--- src/rtl/uart_rx_axis.sv ---
// uart_rx_axis: buffers UART receiver byte pulses in a FWFT FIFO and
// presents them as an AXI4-Stream master. Parity-failed bytes carry tuser=1.
// Optional idle-gap tlast framing: define UART_AXIS_TLAST_EN.
module uart_rx_axis #(
  parameter int unsigned DATA_BITS   = 8,
  parameter int unsigned DEPTH       = 16,
  parameter int unsigned IDLE_CYCLES = 10000
) (
  input  logic                   clk,
  input  logic                   rst_n,
  input  logic [DATA_BITS-1:0]   rx_data,
  input  logic                   rx_valid,
  input  logic                   parity_error,
  output logic [DATA_BITS-1:0]   m_axis_tdata,
  output logic                   m_axis_tvalid,
  input  logic                   m_axis_tready,
  output logic                   m_axis_tlast,
  output logic                   m_axis_tuser,
  output logic                   overflow,
  output logic [7:0]             drop_cnt,
  output logic [$clog2(DEPTH):0] fifo_level
);

  localparam int unsigned AW = $clog2(DEPTH);

  if (DEPTH < 2 || (DEPTH & (DEPTH - 1)) != 0 || IDLE_CYCLES < 2) begin : g_bad_params
    $error("uart_rx_axis: DEPTH must be a power of 2 >= 2 and IDLE_CYCLES >= 2");
  end

  logic [AW:0]            wr_ptr_q, wr_ptr_d;
  logic [AW:0]            rd_ptr_q, rd_ptr_d;
  logic                   overflow_q, overflow_d;
  logic [7:0]             drop_cnt_q, drop_cnt_d;
  logic [DATA_BITS:0]     mem_q [DEPTH];

  logic                   rx_event;
  logic                   full, empty, pop, can_push, push_ok, drop_ev;
  logic                   push_req, push_droppable, push_user;
  logic [DATA_BITS-1:0]   push_data;
  logic [DATA_BITS:0]     head;

  assign rx_event = rx_valid | parity_error;
  assign empty    = (wr_ptr_q == rd_ptr_q);
  assign full     = ((wr_ptr_q ^ rd_ptr_q) == {1'b1, {AW{1'b0}}});
  assign pop      = !empty && m_axis_tready;
  // A full FIFO still takes a write when the head leaves on the same edge.
  assign can_push = !full || pop;
  assign push_ok  = push_req && can_push;
  assign drop_ev  = push_req && push_droppable && !can_push;

  assign head          = mem_q[rd_ptr_q[AW-1:0]];
  assign m_axis_tvalid = !empty;
  assign m_axis_tdata  = empty ? '0 : head[DATA_BITS-1:0];
  assign m_axis_tuser  = !empty && head[DATA_BITS];
  assign overflow      = overflow_q;
  assign drop_cnt      = drop_cnt_q;
  assign fifo_level    = wr_ptr_q - rd_ptr_q;

`ifdef UART_AXIS_TLAST_EN
  localparam int unsigned IW = $clog2(IDLE_CYCLES + 1);
  localparam logic [IW-1:0] IDLE_MAX = IW'(IDLE_CYCLES);

  logic                 stg_valid_q, stg_valid_d;
  logic [DATA_BITS-1:0] stg_data_q, stg_data_d;
  logic                 stg_user_q, stg_user_d;
  logic [IW-1:0]        idle_cnt_q, idle_cnt_d;
  logic                 push_last;
  logic                 last_mem_q [DEPTH];

  // Staging: a new byte flushes the staged one (tlast=0); an idle gap flushes it with tlast=1.
  always_comb begin
    push_req       = 1'b0;
    push_droppable = 1'b0;
    push_data      = stg_data_q;
    push_user      = stg_user_q;
    push_last      = 1'b0;
    stg_valid_d    = stg_valid_q;
    stg_data_d     = stg_data_q;
    stg_user_d     = stg_user_q;
    idle_cnt_d     = idle_cnt_q;
    if (rx_event) begin
      push_req       = stg_valid_q;
      push_droppable = 1'b1;
      stg_valid_d    = 1'b1;
      stg_data_d     = rx_data;
      stg_user_d     = parity_error;
      idle_cnt_d     = '0;
    end else if (stg_valid_q) begin
      if (idle_cnt_q == IDLE_MAX) begin
        // Held and retried every cycle while the FIFO is full; never dropped.
        push_req  = 1'b1;
        push_last = 1'b1;
        if (can_push) begin
          stg_valid_d = 1'b0;
        end
      end else begin
        idle_cnt_d = idle_cnt_q + 1'b1;
      end
    end
  end

  // Staging register and idle counter.
  always_ff @(posedge clk) begin
    if (!rst_n) begin
      stg_valid_q <= 1'b0;
      stg_data_q  <= '0;
      stg_user_q  <= 1'b0;
      idle_cnt_q  <= '0;
    end else begin
      stg_valid_q <= stg_valid_d;
      stg_data_q  <= stg_data_d;
      stg_user_q  <= stg_user_d;
      idle_cnt_q  <= idle_cnt_d;
    end
  end

  // tlast storage alongside the data entries.
  always_ff @(posedge clk) begin
    if (push_ok) begin
      last_mem_q[wr_ptr_q[AW-1:0]] <= push_last;
    end
  end

  assign m_axis_tlast = !empty && last_mem_q[rd_ptr_q[AW-1:0]];
`else
  // Bytes go straight into the FIFO.
  always_comb begin
    push_req       = rx_event;
    push_droppable = 1'b1;
    push_data      = rx_data;
    push_user      = parity_error;
  end

  assign m_axis_tlast = 1'b0;
`endif

  // Pointer and drop-accounting next state.
  always_comb begin
    wr_ptr_d   = wr_ptr_q;
    rd_ptr_d   = rd_ptr_q;
    overflow_d = overflow_q;
    drop_cnt_d = drop_cnt_q;
    if (push_ok) begin
      wr_ptr_d = wr_ptr_q + 1'b1;
    end
    if (pop) begin
      rd_ptr_d = rd_ptr_q + 1'b1;
    end
    if (drop_ev) begin
      overflow_d = 1'b1;
      if (drop_cnt_q != 8'hFF) begin
        drop_cnt_d = drop_cnt_q + 8'd1;
      end
    end
  end

  // FIFO pointers and sticky overflow state.
  always_ff @(posedge clk) begin
    if (!rst_n) begin
      wr_ptr_q   <= '0;
      rd_ptr_q   <= '0;
      overflow_q <= 1'b0;
      drop_cnt_q <= '0;
    end else begin
      wr_ptr_q   <= wr_ptr_d;
      rd_ptr_q   <= rd_ptr_d;
      overflow_q <= overflow_d;
      drop_cnt_q <= drop_cnt_d;
    end
  end

  // Entry storage {tuser, tdata}; contents are don't-care while empty.
  always_ff @(posedge clk) begin
    if (push_ok) begin
      mem_q[wr_ptr_q[AW-1:0]] <= {push_user, push_data};
    end
  end

endmodule

--- config.mk ---
export PLATFORM = sky130hd
export DESIGN_NAME = uart_rx_axis
export DESIGN_NICKNAME = d
export VERILOG_FILES = /design/src/rtl/uart_rx_axis.sv
export SDC_FILE = /design/constraint.sdc
export NUM_CORES = 1
export LEC_CHECK = 0
export CAP_MARGIN = 10
export CORE_MARGIN = 1.5
export CORE_UTILIZATION = 49
export DETAILED_ROUTE_END_ITERATION = 6
export DONT_BUFFER_PORTS = 1
export HOLD_SLACK_MARGIN = 0.02
export PLACE_DENSITY_LB_ADDON = 0.12
export REMOVE_ABC_BUFFERS = 1
export SYNTH_ARGS = -nofsm -noshare
export SYNTH_HDL_FRONTEND = slang
export SYNTH_SLANG_ARGS = --single-unit
export TNS_END_PERCENT = 100
--- constraint.sdc ---
create_clock -name clk -period 2.11 [get_ports clk]
set_input_delay 0.422 -clock clk [delete_from_list [all_inputs] [get_ports clk]]
set_output_delay 0.422 -clock clk [all_outputs]
set_load 0.02 [all_outputs]
# Word-level counts from Yosys, hierarchy flattened
# Memory sizes are Yosys's and may differ from the RTL's. A register that Yosys moved wholly into a read port is not among the register bits.
# Cells that the tools add are included.
[totals]
inputBits = 13
ram_bits = 144
latch_bits = 0
ff_bits = 19
out_inout_bits = 25
mem_bits_ro = 0
memories = 1
wordCells = 28
[classes]
n_mul = 0
mux = 5
n_lt_le_gt_ge = 0
shift = 0
n_reduce_logical = 9
n_addsub = 4
eq_ne = 3
n_bitwise = 2
div = 0
[mem_list]
columns = ["name", "depth", "width", "read_ports", "rd_ports_with_merged_regs", "wr", "line_no", "rtl"]
rows = [
  ["mem_q", 16, 9, 1, 1, 1, "34", "logic [DATA_BITS:0] mem_q [DEPTH];"],
]
[ops]
columns = ["cell", "count"]
rows = [
  ["$add A5 B1 Y5 const B", 2],
  ["$add A8 B1 Y8 const B", 1],
  ["$mux W4", 2],
  ["$mux W8", 1],
  ["$ne A8 B8 Y1 const B", 1],
  ["$eq A5 B5 Y1", 1],
  ["$eq A5 B5 Y1 const B", 1],
  ["$sub A5 B5 Y5", 1],
  ["$xor A5 B5 Y5", 1],
  ["$logic_and A1 B1 Y1", 4],
  ["$logic_not A1 Y1", 3],
  ["$mux W1", 2],
  ["$reduce_and A2 Y1", 1],
  ["$logic_or A1 B1 Y1", 1],
  ["$or A1 B1 Y1", 1],
]

# Depth between registers and ports, before layout
# Gate-level depths: netlist of the first run.
[depth]
depth_word = 7
mapped_depth = 8
mapped_depth_nobuf = 7

# Worst setup path after synthesis of the first run
# OpenSTA, ideal clock, no wires.
[synth_timing]
kind = "register to output"
startpoint = "register wr_ptr_q[0]"
endpoint = "output port m_axis_tdata[0]"
path_buffers = 1
required_ps = 1688
path_stages_with_launch = 8
arrival_ps = 1942
path_slack_ps = -254
cell_sequence = "dfxtp_1 > inv_1 > ha_1 > and4_1 > nand2_1 > clkbuf_1 > o21ai_0 > a21oi_1"
[synth_via]
elab_chain_len = 2
[synth_lines]
columns = ["element", "line_no", "rtl"]
rows = [
  ["from (decl)", "30", "logic [AW:0] wr_ptr_q, wr_ptr_d;"],
  ["from (signal assigned)", "165", "wr_ptr_q <= wr_ptr_d;"],
  ["$eq A5 B5 Y1", "43", "assign empty = (wr_ptr_q == rd_ptr_q);"],
  ["$mux W8", "53", "assign m_axis_tdata = empty ? '0 : head[DATA_BITS-1:0];"],
  ["to (decl)", "14", "output logic [DATA_BITS-1:0] m_axis_tdata,"],
]
# Every way passes these cells.

==> results of run 1 <==
cell usage after synthesis (3+ instances only):
cell	count
a21oi_1	21
dfxtp_1	23
and4_1	3
o31ai_1	5
mux2i_1	11
nand3_1	5
clkbuf_1	13
xor2_1	3
or4_1	4
inv_1	10
nand2_1	6
o21ai_0	13
nor2_1	8
mux2_2	9
or3_1	3
edfxtp_1	144
and4b_1	4
and3_1	12
buf_2	6
nand4_1	4
ha_1	10
xnor2_1	7
mux4_2	36
area by class of cell:
| cell class | count | area, µm² |
|---|---|---|
| tap | 176 | 220 |
| clock buffer | 27 | 599 |
| fill | 935 | 4680 |
| multi-input combinational | 185 | 2140 |
| timing repair buffer | 83 | 887 |
| inverter | 11 | 41.3 |
| clock inverter | 5 | 37.5 |
| sequential | 167 | 4800 |
power by group:
group	switching, mW	internal (mW)	total [mW]
combinational	0.891	0.999	1.89
clock	1.24	1.97	3.20
sequential	0.0429	3.68	3.72
per-stage QoR:
step / worst slack, ps / cell area, µm²
detailed placement: -173 / 7600
CTS: -504 / 8390
global route: -593 / 8720
global placement: -120 / 7600
floorplan: -758 / 6710
finish: -515 / 8720
registers in the layout, summed over array words and instances, names as in the netlist, named ones only:
name	cells
drop_cnt	8
mem_q	144
overflow	1
wr_ptr_q	5
rd_ptr_q	5
worst max-delay path, delay by kind of cell, from the launching register on:
family	cells	cell delay (ps)
buffers and inverters	2	350
AO/OA/AOI/OAI	2	260
multiplexers	2	760
flip-flops	1	410
metal layers:
| metal | GRT usage, % | part of all wire, % |
|---|---|---|
| met1 | 25.7 | 41 |
| met2 | 35.0 | 53 |
| met3 | 5.94 | 4.4 |
| met4 | 7.21 | 1.4 |
| met5 | 0 | 0 |
timing repair:
item                       in CTS  in global routing
pin swaps                       9                 21
resized for setup              40                 43
buffers inserted                4                 14
setup endpoints to repair      22                118
cloned                          0                  4
worst paths after layout:
path | from | to | slack [ps]
worst max-delay path | flip-flop | m_axis_tdata[4] | -510
worst min-delay path | rx_data[7] | mem_q[9][7]$_DFFE_PP_ | 90
worst max register to register | wr_ptr_q[0]$_SDFFE_PN0P_ | drop_cnt[5]$_SDFFE_PN0P_ | -110
worst min register to register | wr_ptr_q[4]$_SDFFE_PN0P_ | wr_ptr_q[4]$_SDFFE_PN0P_ | 550
layout by cell type, fill, tap and decap left out, drive strengths merged, types with 2 or more instances in the layout:
cell type	synthesis	final
a21o	2	2
a21oi	21	21
and2	2	2
and3	12	12
and4	3	3
and4b	4	4
buf	7	80
clkbuf	13	30
dfxtp	23	23
edfxtp	144	144
ha	10	10
inv	10	14
mux2	9	9
mux2i	11	11
mux4	36	36
nand2	6	6
nand2b	2	2
nand3	5	5
nand4	4	4
nor2	8	8
o21a	2	2
o21ai	13	13
o31ai	5	5
or3	3	3
or4	4	5
xnor2	7	7
xor2	3	3
cell families (layout without fill, tap and decap cells):
logic type,after synthesis,in the layout
other cells,1,1
simple gates,59,60
compound gates,47,47
buf+inv,31,126
flops,167,167
xor+xnor,10,10
fa+ha+maj,11,11
mux,56,56
==> results.json, run 1 <==
{
  "status": "finished with violations",
  "violations": "setup timing",
  "cpPeakStageDelay_ps": 480,
  "grt_max_degree": 22,
  "placedCellCount": 601,
  "hold_viol_final": 0,
  "detail_route.wl_per_cell_um": 22.1,
  "postRouteAntennaNets": 0,
  "grt_pass1_vias": 3898,
  "critical_path.endpoint_type": "output port",
  "clockRootBuffer": "clkbuf_16",
  "path_cells": "buf_12 -> mux4_2 -> mux2_2 -> o21ai_1 -> a21oi_1 -> buf_4",
  "synth_area_leaders": "edfxtp_1 64%, mux4_2 12%, dfxtp_1 6.8%",
  "power_density_nw_per_um2": 1010,
  "syn_to_final_growth_pct": 28.2,
  "maxCapViolations": 0,
  "synth-xor-area-share_pct": 1.29,
  "placementRows": 42,
  "stdcell_count": 654,
  "worstPathRequired_ps": 1690,
  "tritoncts": "built",
  "first_pass_iters": 6,
  "dieArea_um2": 14600,
  "grt_overflow": 0,
  "holdPathStages": 0,
  "grt_usage_pct": 20.7,
  "numCtsBuffers": 17,
  "num_antenna_cells": 0,
  "syn_area_um2": 6800,
  "min_period_ps": 2620,
  "reg2reg_depth": 6,
  "synth.avg_cell_area_um2": 17.8,
  "synth_ff_type": "edfxtp_1",
  "antenna_found_initial": 0,
  "crit_slowest_cell": "mux4_2",
  "start_util_pct": 50.7,
  "synth.top_cell.area_share_pct": 63.6,
  "vias": 3722,
  "die_h_um": 121,
  "hpwl_mm": 8.83,
  "drc_errors": 0,
  "setup_slack_ps": -515,
  "cp_max_fo": 5,
  "clk_latency_ps": 420,
  "clk_pin_slew_ps": 60,
  "path_class": "flip-flop to output port",
  "cts_sinks": 167,
  "arrival_ps": 2200,
  "fin_util_pct": 65.1,
  "hold_slack_ps": 92.8,
  "p_total_mw": 8.82,
  "synth_top_family_by_area": "multiplexers",
  "final_nets": 489,
  "route.final.wire_length_mm": 14.4,
  "grt_pass1_wl_mm": 21.5,
  "synth_edf_count": 144,
  "setup_tns_ps": -4920,
  "drtIter0Drc": 347,
  "synth_warnings": 0,
  "yosysSeqAreaShare_pct": 70.4,
  "core_um2": 13400,
  "start_kind": "flip-flop",
  "clockBufferDepth": 2,
  "period_share_pct": 124,
  "ir_worst_vdd_mv": 0.637,
  "hp-class": "input pin to flip-flop",
  "drive_gt1_share_pct": 43.5,
  "netlist.top_cell.by_area": "edfxtp_1",
  "power.leakage_nw": 2.96,
  "cts_hold_buf": 0,
  "cts-htree-levels": 4,
  "die_w_um": 121,
  "tightest_slew_ps": 552,
  "slew_headroom_pct": 63.2,
  "place_congestion": 0.771,
  "muxShareOfSynthArea_pct": 15.0,
  "port_buffers": 0,
  "synthAdderAreaFrac_pct": 2.13,
  "synthDistinctLibCells": 41,
  "maxSlewViolCount": 0,
  "async_flop_share_pct": 0,
  "rsz0062_at_grt": "yes",
  "top_level_ports": 38,
  "fmax_mhz": 381,
  "synth_compound_area_share_pct": 3.94,
  "setup_viol": 17,
  "ys_ff_latch": 167,
  "detail_route.vias_per_cell": 5.69,
  "clock_skew_ps": 6.41,
  "synth-simple-area-share_pct": 5.30,
  "synthCells": 382
}
Note: power is estimated with default switching activity, not from simulation.
==> run 2: changes to the inputs <==
--- a/config.mk
+++ b/config.mk
@@ -10,7 +10,7 @@
 export CORE_UTILIZATION = 49
 export DETAILED_ROUTE_END_ITERATION = 6
 export DONT_BUFFER_PORTS = 1
-export HOLD_SLACK_MARGIN = 0.02
+export HOLD_SLACK_MARGIN = 0.12
 export PLACE_DENSITY_LB_ADDON = 0.12
 export REMOVE_ABC_BUFFERS = 1
 export SYNTH_ARGS = -nofsm -noshare
==> results.json, run 2 (synthesis results as in run 1) <==
{
  "status": "finished with violations",
  "violations": "setup timing",
  "seq_area_um2": 4800,
  "final_nets": 499,
  "syn_to_final_growth_pct": 29.7,
  "clk_latency_ps": 420,
  "fin_area_um2": 8820,
  "route.final.wire_length_mm": 14.6,
  "num_antenna_cells": 0,
  "drive_gt1_share_pct": 42.6,
  "p_total_mw": 8.87,
  "fin_util_pct": 65.8,
  "preCtsSetupSlack_ps": -173,
  "grt_pass1_vias": 3934,
  "fill_cells": 932,
  "clockBufferDepth": 2,
  "hpwl_mm": 8.83,
  "tightest_slew_ps": 588,
  "cp_max_fo": 5,
  "die_w_um": 121,
  "setup_viol": 17,
  "port_buffers": 0,
  "dieArea_um2": 14600,
  "detail_route.wl_per_cell_um": 21.9,
  "rsz0062_at_grt": "yes",
  "first_pass_iters": 4,
  "grt_overflow": 0,
  "numCtsBuffers": 17,
  "worstPathRequired_ps": 1690,
  "grt_max_degree": 22,
  "hold_viol_final": 0,
  "clockRootBuffer": "clkbuf_16",
  "placed_area_um2": 7600,
  "core_um2": 13400,
  "path_class": "flip-flop to output port",
  "final_common_cell": "edfxtp_1",
  "clock_skew_ps": 5.95,
  "grt_pass1_wl_mm": 21.8,
  "drc_errors": 0,
  "hold_slack_ps": 146,
  "start_kind": "flip-flop",
  "slew_headroom_pct": 60.7,
  "maxCapViolations": 0,
  "cts-htree-levels": 4,
  "final_cell_mix": "144 x edfxtp_1, 54 x buf_4, 36 x mux4_2",
  "multi_input_comb_area_um2": 2140,
  "power.leakage_nw": 3.00,
  "cts_sinks": 167,
  "min_period_ps": 2620,
  "die_h_um": 121,
  "period_share_pct": 124,
  "placementRows": 42,
  "top_level_ports": 38,
  "detail_route.vias_per_cell": 5.71,
  "antenna_found_initial": 0,
  "largest_reg_flops": 144,
  "fmax_mhz": 382,
  "postRouteAntennaNets": 0,
  "clk_pin_slew_ps": 60,
  "power_density_nw_per_um2": 1010,
  "place_congestion": 0.771,
  "grt_usage_pct": 21.0,
  "vias": 3792,
  "start_util_pct": 50.7,
  "tritoncts": "built",
  "hp-class": "input pin to flip-flop",
  "drtIter0Drc": 408,
  "maxSlewViolCount": 0,
  "critical_path.endpoint_type": "output port",
  "arrival_ps": 2200,
  "setup_slack_ps": -509,
  "ir_worst_vdd_mv": 0.636
}
run 2: worst paths after layout:
kind	start	end	slack, ps	cells past startpoint
hold reg to reg	wr_ptr_q[4]$_SDFFE_PN0P_	wr_ptr_q[4]$_SDFFE_PN0P_	550	2
hold / removal	rst_n	wr_ptr_q[4]$_SDFFE_PN0P_	150	2
setup / recovery	flip-flop	m_axis_tdata[4]	-510	6
setup reg to reg	wr_ptr_q[0]$_SDFFE_PN0P_	drop_cnt[5]$_SDFFE_PN0P_	-100	6
run 2: per-stage QoR:
| stage | instances | setup TNS [ps] |
|---|---|---|
| final | 664 | -4820 |
| after global routing | 664 | -6140 |
| after CTS | 647 | -4730 |
| after detailed placement | 601 | -1810 |
| after global placement | 601 | -1320 |
| after floorplan | 362 | -62970 |
run 2: worst max-delay path: stages, from the launching register on:
cell and delay, ps:
dfxtp_4 410, buf_12 130, mux4_2 480, mux2_2 290, o21ai_1 160, a21oi_1 100, buf_4 210
run 2: where the power goes:
group / switching [mW] / total (mW) / internal, mW
Combinational: 0.931 / 1.94 / 1.01
Clock: 1.24 / 3.20 / 1.97
Sequential: 0.0429 / 3.72 / 3.68
Total: 2.21 / 8.87 / 6.66
run 2: layer usage:
layer	share of wire, %	track usage [%]	vias to the layer above	wire (µm)
met5	0	0	-	0
met4	1.0	7.21	0	151
met3	4.7	5.75	10	690
met2	54	35.8	91	7800
met1	41	25.9	1968	5920
li1	-	-	1723	-
run 2: what timing repair did:
action,4_1_cts,5_1_grt
hold buffers,10,0
endpoints found under the setup margin,22,118
setup buffers,4,14
resized for setup,40,43
endpoints found under the hold margin,145,0
pin swaps,9,21
gates cloned,0,4
run 2: cell type report:
| type | instances | area share [%] |
|---|---|---|
| Tap cell | 176 | 2.50 |
| Clock buffer | 27 | 6.80 |
| Clock inverter | 5 | 0.426 |
| Inverter | 11 | 0.468 |
| Multi-Input combinational cell | 185 | 24.2 |
| Timing Repair Buffer | 93 | 11.2 |
| Sequential cell | 167 | 54.4 |
